$ cat src/rtl/alu_mc.sv
// alu_mc: multi-cycle ALU with valid/ready handshakes and a registered result.
// RV32I ops finish in one cycle. RV32M multiply/divide are iterative, one bit
// per cycle, and are present only when ALU_MC_MULDIV_EN is defined. Without
// that macro, M-op codes are reported as illegal ops.
module alu_mc #(
  parameter int WIDTH = 32
) (
  input  logic             clk,
  input  logic             rst_n,
  input  logic             InValid,
  output logic             InReady,
  input  logic [WIDTH-1:0] AluA,
  input  logic [WIDTH-1:0] AluB,
  input  logic [4:0]       AluOp,
  output logic             OutValid,
  input  logic             OutReady,
  output logic [WIDTH-1:0] AluRes,
  output logic             IllegalOp
);
  localparam int SHW = $clog2(WIDTH);

  typedef enum logic [1:0] {IDLE = 2'd0, BUSY = 2'd1, DONE = 2'd2} state_t;

  state_t           state_r;
  logic             in_ready_r;
  logic             out_valid_r;
  logic             illegal_r;
  logic [WIDTH-1:0] res_r;

  logic [WIDTH-1:0] single_res_s;
  logic             single_ok_s;
  logic [SHW-1:0]   shamt_s;

  assign shamt_s   = AluB[SHW-1:0];
  assign InReady   = in_ready_r;
  assign OutValid  = out_valid_r;
  assign AluRes    = res_r;
  assign IllegalOp = illegal_r;

  // Single-cycle RV32I result from the operands presented at accept.
  always_comb begin
    single_res_s = {WIDTH{1'b0}};
    single_ok_s  = 1'b1;
    case (AluOp)
      5'b00000: single_res_s = AluA + AluB;
      5'b01000: single_res_s = AluA - AluB;
      5'b00100: single_res_s = AluA ^ AluB;
      5'b00110: single_res_s = AluA | AluB;
      5'b00111: single_res_s = AluA & AluB;
      5'b00001: single_res_s = AluA << shamt_s;
      5'b00101: single_res_s = AluA >> shamt_s;
      5'b01101: single_res_s = $unsigned($signed(AluA) >>> shamt_s);
      5'b00010: single_res_s = {{(WIDTH-1){1'b0}}, ($signed(AluA) < $signed(AluB))};
      5'b00011: single_res_s = {{(WIDTH-1){1'b0}}, (AluA < AluB)};
      default: begin
        single_res_s = {WIDTH{1'b0}};
        single_ok_s  = 1'b0;
      end
    endcase
  end

`ifdef ALU_MC_MULDIV_EN
  // Iterative datapath: acc/q form {high,low} of the product or {remainder,
  // quotient}; d holds the multiplicand or divisor magnitude.
  logic             is_md_s;
  logic [SHW-1:0]   cnt_r;
  logic             setup_r;
  logic [2:0]       mop_r;
  logic [WIDTH-1:0] a_r, b_r, acc_r, q_r, d_r;
  logic             neg_r, neg_rem_r, bzero_r;

  logic             sgn_a_s, sgn_b_s, neg_a_s, neg_b_s;
  logic [WIDTH-1:0] mag_a_s, mag_b_s;
  logic [WIDTH:0]   sum_s, rem_sh_s;
  logic             ge_s;
  logic [WIDTH-1:0] diff_s, n_acc_s, n_q_s, fin_s;
  logic [2*WIDTH-1:0] prod_mag_s, prod_s;

  assign is_md_s = (AluOp[4:3] == 2'b10);

  // Operand signedness and magnitudes, used in the setup cycle.
  always_comb begin
    sgn_a_s = (mop_r == 3'b001) || (mop_r == 3'b010) || (mop_r == 3'b100) || (mop_r == 3'b110);
    sgn_b_s = (mop_r == 3'b001) || (mop_r == 3'b100) || (mop_r == 3'b110);
    neg_a_s = sgn_a_s & a_r[WIDTH-1];
    neg_b_s = sgn_b_s & b_r[WIDTH-1];
    mag_a_s = neg_a_s ? (-a_r) : a_r;
    mag_b_s = neg_b_s ? (-b_r) : b_r;
  end

  // One shift-add (multiply) or restoring-subtract (divide) step.
  always_comb begin
    sum_s    = {1'b0, acc_r} + (q_r[0] ? {1'b0, d_r} : {(WIDTH+1){1'b0}});
    rem_sh_s = {acc_r, q_r[WIDTH-1]};
    ge_s     = (rem_sh_s >= {1'b0, d_r});
    diff_s   = rem_sh_s[WIDTH-1:0] - d_r;
    if (mop_r[2]) begin
      if (ge_s) begin
        n_acc_s = diff_s;
        n_q_s   = {q_r[WIDTH-2:0], 1'b1};
      end else begin
        n_acc_s = rem_sh_s[WIDTH-1:0];
        n_q_s   = {q_r[WIDTH-2:0], 1'b0};
      end
    end else begin
      n_acc_s = sum_s[WIDTH:1];
      n_q_s   = {sum_s[0], q_r[WIDTH-1:1]};
    end
  end

  // Sign fix-up and corner cases applied to the final step's values.
  always_comb begin
    prod_mag_s = {n_acc_s, n_q_s};
    prod_s     = neg_r ? (-prod_mag_s) : prod_mag_s;
    case (mop_r)
      3'b000:  fin_s = prod_s[WIDTH-1:0];
      3'b001,
      3'b010,
      3'b011:  fin_s = prod_s[2*WIDTH-1:WIDTH];
      3'b100:  fin_s = bzero_r ? {WIDTH{1'b1}} : (neg_r ? (-n_q_s) : n_q_s);
      3'b101:  fin_s = bzero_r ? {WIDTH{1'b1}} : n_q_s;
      3'b110:  fin_s = bzero_r ? a_r : (neg_rem_r ? (-n_acc_s) : n_acc_s);
      3'b111:  fin_s = bzero_r ? a_r : n_acc_s;
      default: fin_s = {WIDTH{1'b0}};
    endcase
  end
`endif

  // Control FSM with registered handshake and result outputs.
  always_ff @(posedge clk or negedge rst_n) begin
    if (!rst_n) begin
      state_r     <= IDLE;
      in_ready_r  <= 1'b1;
      out_valid_r <= 1'b0;
      illegal_r   <= 1'b0;
      res_r       <= {WIDTH{1'b0}};
`ifdef ALU_MC_MULDIV_EN
      cnt_r       <= {SHW{1'b0}};
      setup_r     <= 1'b0;
      mop_r       <= 3'b000;
      a_r         <= {WIDTH{1'b0}};
      b_r         <= {WIDTH{1'b0}};
      acc_r       <= {WIDTH{1'b0}};
      q_r         <= {WIDTH{1'b0}};
      d_r         <= {WIDTH{1'b0}};
      neg_r       <= 1'b0;
      neg_rem_r   <= 1'b0;
      bzero_r     <= 1'b0;
`endif
    end else begin
      case (state_r)
        IDLE: begin
          if (InValid) begin
            in_ready_r <= 1'b0;
`ifdef ALU_MC_MULDIV_EN
            if (is_md_s) begin
              a_r     <= AluA;
              b_r     <= AluB;
              mop_r   <= AluOp[2:0];
              setup_r <= 1'b1;
              cnt_r   <= {SHW{1'b0}};
              state_r <= BUSY;
            end else
`endif
            begin
              res_r       <= single_ok_s ? single_res_s : {WIDTH{1'b0}};
              illegal_r   <= ~single_ok_s;
              out_valid_r <= 1'b1;
              state_r     <= DONE;
            end
          end
        end
`ifdef ALU_MC_MULDIV_EN
        BUSY: begin
          if (setup_r) begin
            setup_r   <= 1'b0;
            q_r       <= mag_a_s;
            d_r       <= mag_b_s;
            acc_r     <= {WIDTH{1'b0}};
            neg_r     <= neg_a_s ^ neg_b_s;
            neg_rem_r <= neg_a_s;
            bzero_r   <= (b_r == {WIDTH{1'b0}});
          end else begin
            acc_r <= n_acc_s;
            q_r   <= n_q_s;
            if (cnt_r == SHW'(WIDTH - 1)) begin
              res_r       <= fin_s;
              illegal_r   <= 1'b0;
              out_valid_r <= 1'b1;
              cnt_r       <= {SHW{1'b0}};
              state_r     <= DONE;
            end else begin
              cnt_r <= cnt_r + SHW'(1);
            end
          end
        end
`endif
        DONE: begin
          if (OutReady) begin
            out_valid_r <= 1'b0;
            in_ready_r  <= 1'b1;
            state_r     <= IDLE;
          end
        end
        default: begin
          out_valid_r <= 1'b0;
          in_ready_r  <= 1'b1;
          state_r     <= IDLE;
        end
      endcase
    end
  end
endmodule
$ cat config.mk
export PLATFORM = sky130hd
export DESIGN_NAME = alu_mc
export DESIGN_NICKNAME = d
export VERILOG_FILES = /design/src/rtl/alu_mc.sv
export SDC_FILE = /design/constraint.sdc
export NUM_CORES = 1
export LEC_CHECK = 0
export BUFFER_PORTS_ARGS = -buffer_cell sky130_fd_sc_hd__buf_2
export CORE_ASPECT_RATIO = 0.7
export CORE_MARGIN = 10
export CORE_UTILIZATION = 51
export DETAILED_ROUTE_END_ITERATION = 12
export PLACE_DENSITY = 0.71
export SYNTH_ARGS = -nofsm -noshare
export SYNTH_HDL_FRONTEND = slang
export SYNTH_SLANG_ARGS = --single-unit
$ cat constraint.sdc
create_clock -name clk -period 3.35 [get_ports clk]
set_input_delay 0.67 -clock clk [delete_from_list [all_inputs] [get_ports clk]]
set_output_delay 0.67 -clock clk [all_outputs]
set_load 0.01 [all_outputs]
==> impl_results.md <==
* NetSw at 1.51 mW
* Initial Util at 52.6%
* Vias per cell at 6.77
* Cell Area, Synth at 10100 um^2
* Port-buffer cells at around 110
* Largest net degree at the start of global routing at 61
* Hold Buf Count CTS at 0
* WHS at between 0.4 and 0.5 ns
* CP arrival at 3.45 ns
* R2r setup slk at 1.23 ns
* Die W at 188 um
* Comb power frac at 68.2%
* Setup Crit Path Kind: input pin to flop
* Seq pwr share at 15.6%
* CTS Buffer Depth at 2
* Pint at 1.60 mW
* Worst setup EP type: flop
* Reg2Reg Depth at 7
* Final wirelength at 49700 um
* H-tree levels at 2
* Worst-Margin Slew at a little under 0.9 ns
* Final worst setup slack at 0.0444 ns
* Ys async rst share at 100%
* Clk sinks at 35
* Critical Path RT at around 3.5 ns
* Syn Nets at around 1600
* Reg-to-reg endpoint: AluRes[8]
* Antenna diodes at 0
* Min-delay worst type: flop to flop
* DR WL/cell at 25.5 um
* Dpl ws at -0.401 ns
* RD Place Congestion at 1.07
* First-pass iteration count of the detailed router at 6
* Register area share after synthesis at 8.69%
* P_leak at about 6.0 nW
* CP Launch Type: input pin
* Final core occ at between 60% and 70%
* Run status: complete, no violations
* Clk root buf: clkbuf_16
* Yosys reg bits at 35
* Hold EP: AluRes[15]
* Post-synth EDFFs at 0
* Sum Neg Setup Slack at 0 ns
* Final Hold Fails at 0
* Max-slew violations at 0
* Most common cell after layout, fill and taps aside: buf_4
* Yosys top cell by area: ha_1
* CTS buffer count at 5
* R2r startpoint: OutValid
* Most frequent cells in the layout: buf_4 (266), nand2_1 (128), nor2_1 (124), a21oi_1 (123)
* Fmax at 303 MHz
* Synth Flop Type: dfrtp_1
* Top-area cell type share of the netlist area at 12.4%
* Worst hold path depth at 2
* Sw Ratio at 48.5%
* Clock transition at path regs at 0.07 ns
* Total global routing overflow at 0
* DR DRC count at 0
* Final min period at 3.31 ns
* Worst-path maximum fanout at 26
* Total track usage at 36.1%
* Top area cells in the synthesized netlist: ha_1 (12%), dfrtp_1 (8.4%), mux4_2 (7.8%)
* Area delta synth->final at 28.5%
* Max Clock Skew at 0.00574 ns
* Initial antenna violation count at 2
* Initial DRC Count at 2324
* Final HPWL DP at between 30000 and 40000 um
* Clk pwr share at 16.2%
* IO Pins at 108
* Count of different cell masters after synthesis at 87
* Post-Synthesis Cells at 1406
* Post-DRT Antenna Nets at 0
* DR vias at approximately 13000
* First-pass GRT wire length at 73200 um
* Power Density at 240 nW/um^2
* Rel. slew slack at between 40% and 50%
* Final period util at 98.7%
* Average size of a mapped cell at 7.18 um^2
* Vias in the first global route at ~12000
* Fin nets at between 1500 and 2000
* Latest clock arrival within the worst-skew pair at about 0.3 ns
* # rows at 42
* Max-cap violations at 0
* Final setup vio count at 0
* Max VDD drop at approximately 0.14 mV
* Die Ht at 138 um
* Share of cells above drive strength 1 at just under 30%
* Hold Startpoint: AluRes[15]
* Placeable Area at 19200 um^2
* Yosys warning total at 0
* CTS tree: done
* Die area at 25900 um^2
==> worst max-delay path, cell delays in order <==
cell and delay (ns):
buf_4 0.11, buf_8 0.19, buf_12 0.22, mux2i_1 0.35
buf_4 0.18, nor2_1 0.04, nor3_1 0.39, nor2_1 0.18
a221oi_1 0.40, o21ai_0 0.23, a2111oi_1 0.36, a211oi_1 0.09
==> power by group through the flow <==
stage | Combinational (mW) | Sequential (mW) | Clock (mW)
2_1_floorplan | 1.08 | 0.500 | 0
3_3_place_gp | 1.94 | 0.488 | 0
3_5_place_dp | 1.96 | 0.491 | 0
4_1_cts | 1.97 | 0.483 | 0.492
5_1_grt | 2.23 | 0.488 | 0.513
6_report | 2.12 | 0.485 | 0.504
==> cells by family after synthesis <==
| family | share of synthesized area, % |
|---|---|
| AOI/OAI and AO/OA | 32.8 |
| and+or+nand+nor | 18.1 |
| buffers and inverters | 9.17 |
| muxes | 17.3 |
| adders and majority gates | 12.8 |
| DFF | 8.69 |
| xor gates and xnor gates | 1.21 |
==> cell usage after synthesis (all sizes together) (18+ instances only) <==
master / instances
nand3: 29
mux2: 18
ha: 100
mux4: 35
dfrtp: 34
a21oi: 125
nor3: 39
buf: 38
a221oi: 19
a211oi: 36
mux2i: 75
a22oi: 27
o211ai: 25
nor2: 127
clkbuf: 71
o21ai: 120
nand2: 129
inv: 116
==> flip-flops by register name, summed over array words and instances (netlist names) <==
register	count
OutValid	1
AluRes	32
IllegalOp	1
InReady	1
==> metal layers <==
metal	wire (um)	part of all wire (%)	track usage (%)
met4	1470	3.0	8.55
met1	19800	40	49.0
met2	19100	38	49.9
met3	9200	19	16.8
met5	95	0.19	2.49
==> final cells by class <==
cell class / instances / area, um^2
Inverter: 118 / 450
Multi-Input combinational cell: 1144 / 8540
Timing Repair Buffer: 378 / 2630
Tap cell: 264 / 330
Sequential cell: 35 / 877
Fill cell: 1694 / 6210
Clock inverter: 3 / 23.8
Clock buffer: 5 / 125
==> repair_timing <==
item	4_1_cts	5_1_grt
setup endpoints to repair	7	15
pin swaps	0	9
gates resized for setup	2	42
setup buffers	0	1
==> how the worst max path moves through the flow <==
stage / slack (ns) / cells past startpoint / startpoint / end
final: 0.04 / 12 / AluB[0] / AluRes[25]
after CTS: 0.004 / 14 / AluA[4] / AluRes[29]
after detailed placement: -0.40 / 13 / AluA[0] / AluRes[22]
after floorplan: 0.0003 / 14 / AluB[1] / AluRes[25]
after global placement: -0.30 / 15 / AluA[0] / AluRes[0]
after global routing: -0.003 / 14 / AluA[0] / AluRes[31]
==> through the flow <==
stage	total power [mW]	cells	area (um^2)
final	3.11	1947	13000
after global routing	3.23	1947	13000
after CTS	2.95	1946	12800
after detailed placement	2.45	1938	12600
after global placement	2.43	1938	12600
after floorplan	1.58	1406	10200
Power figures use the tool's default switching activity.
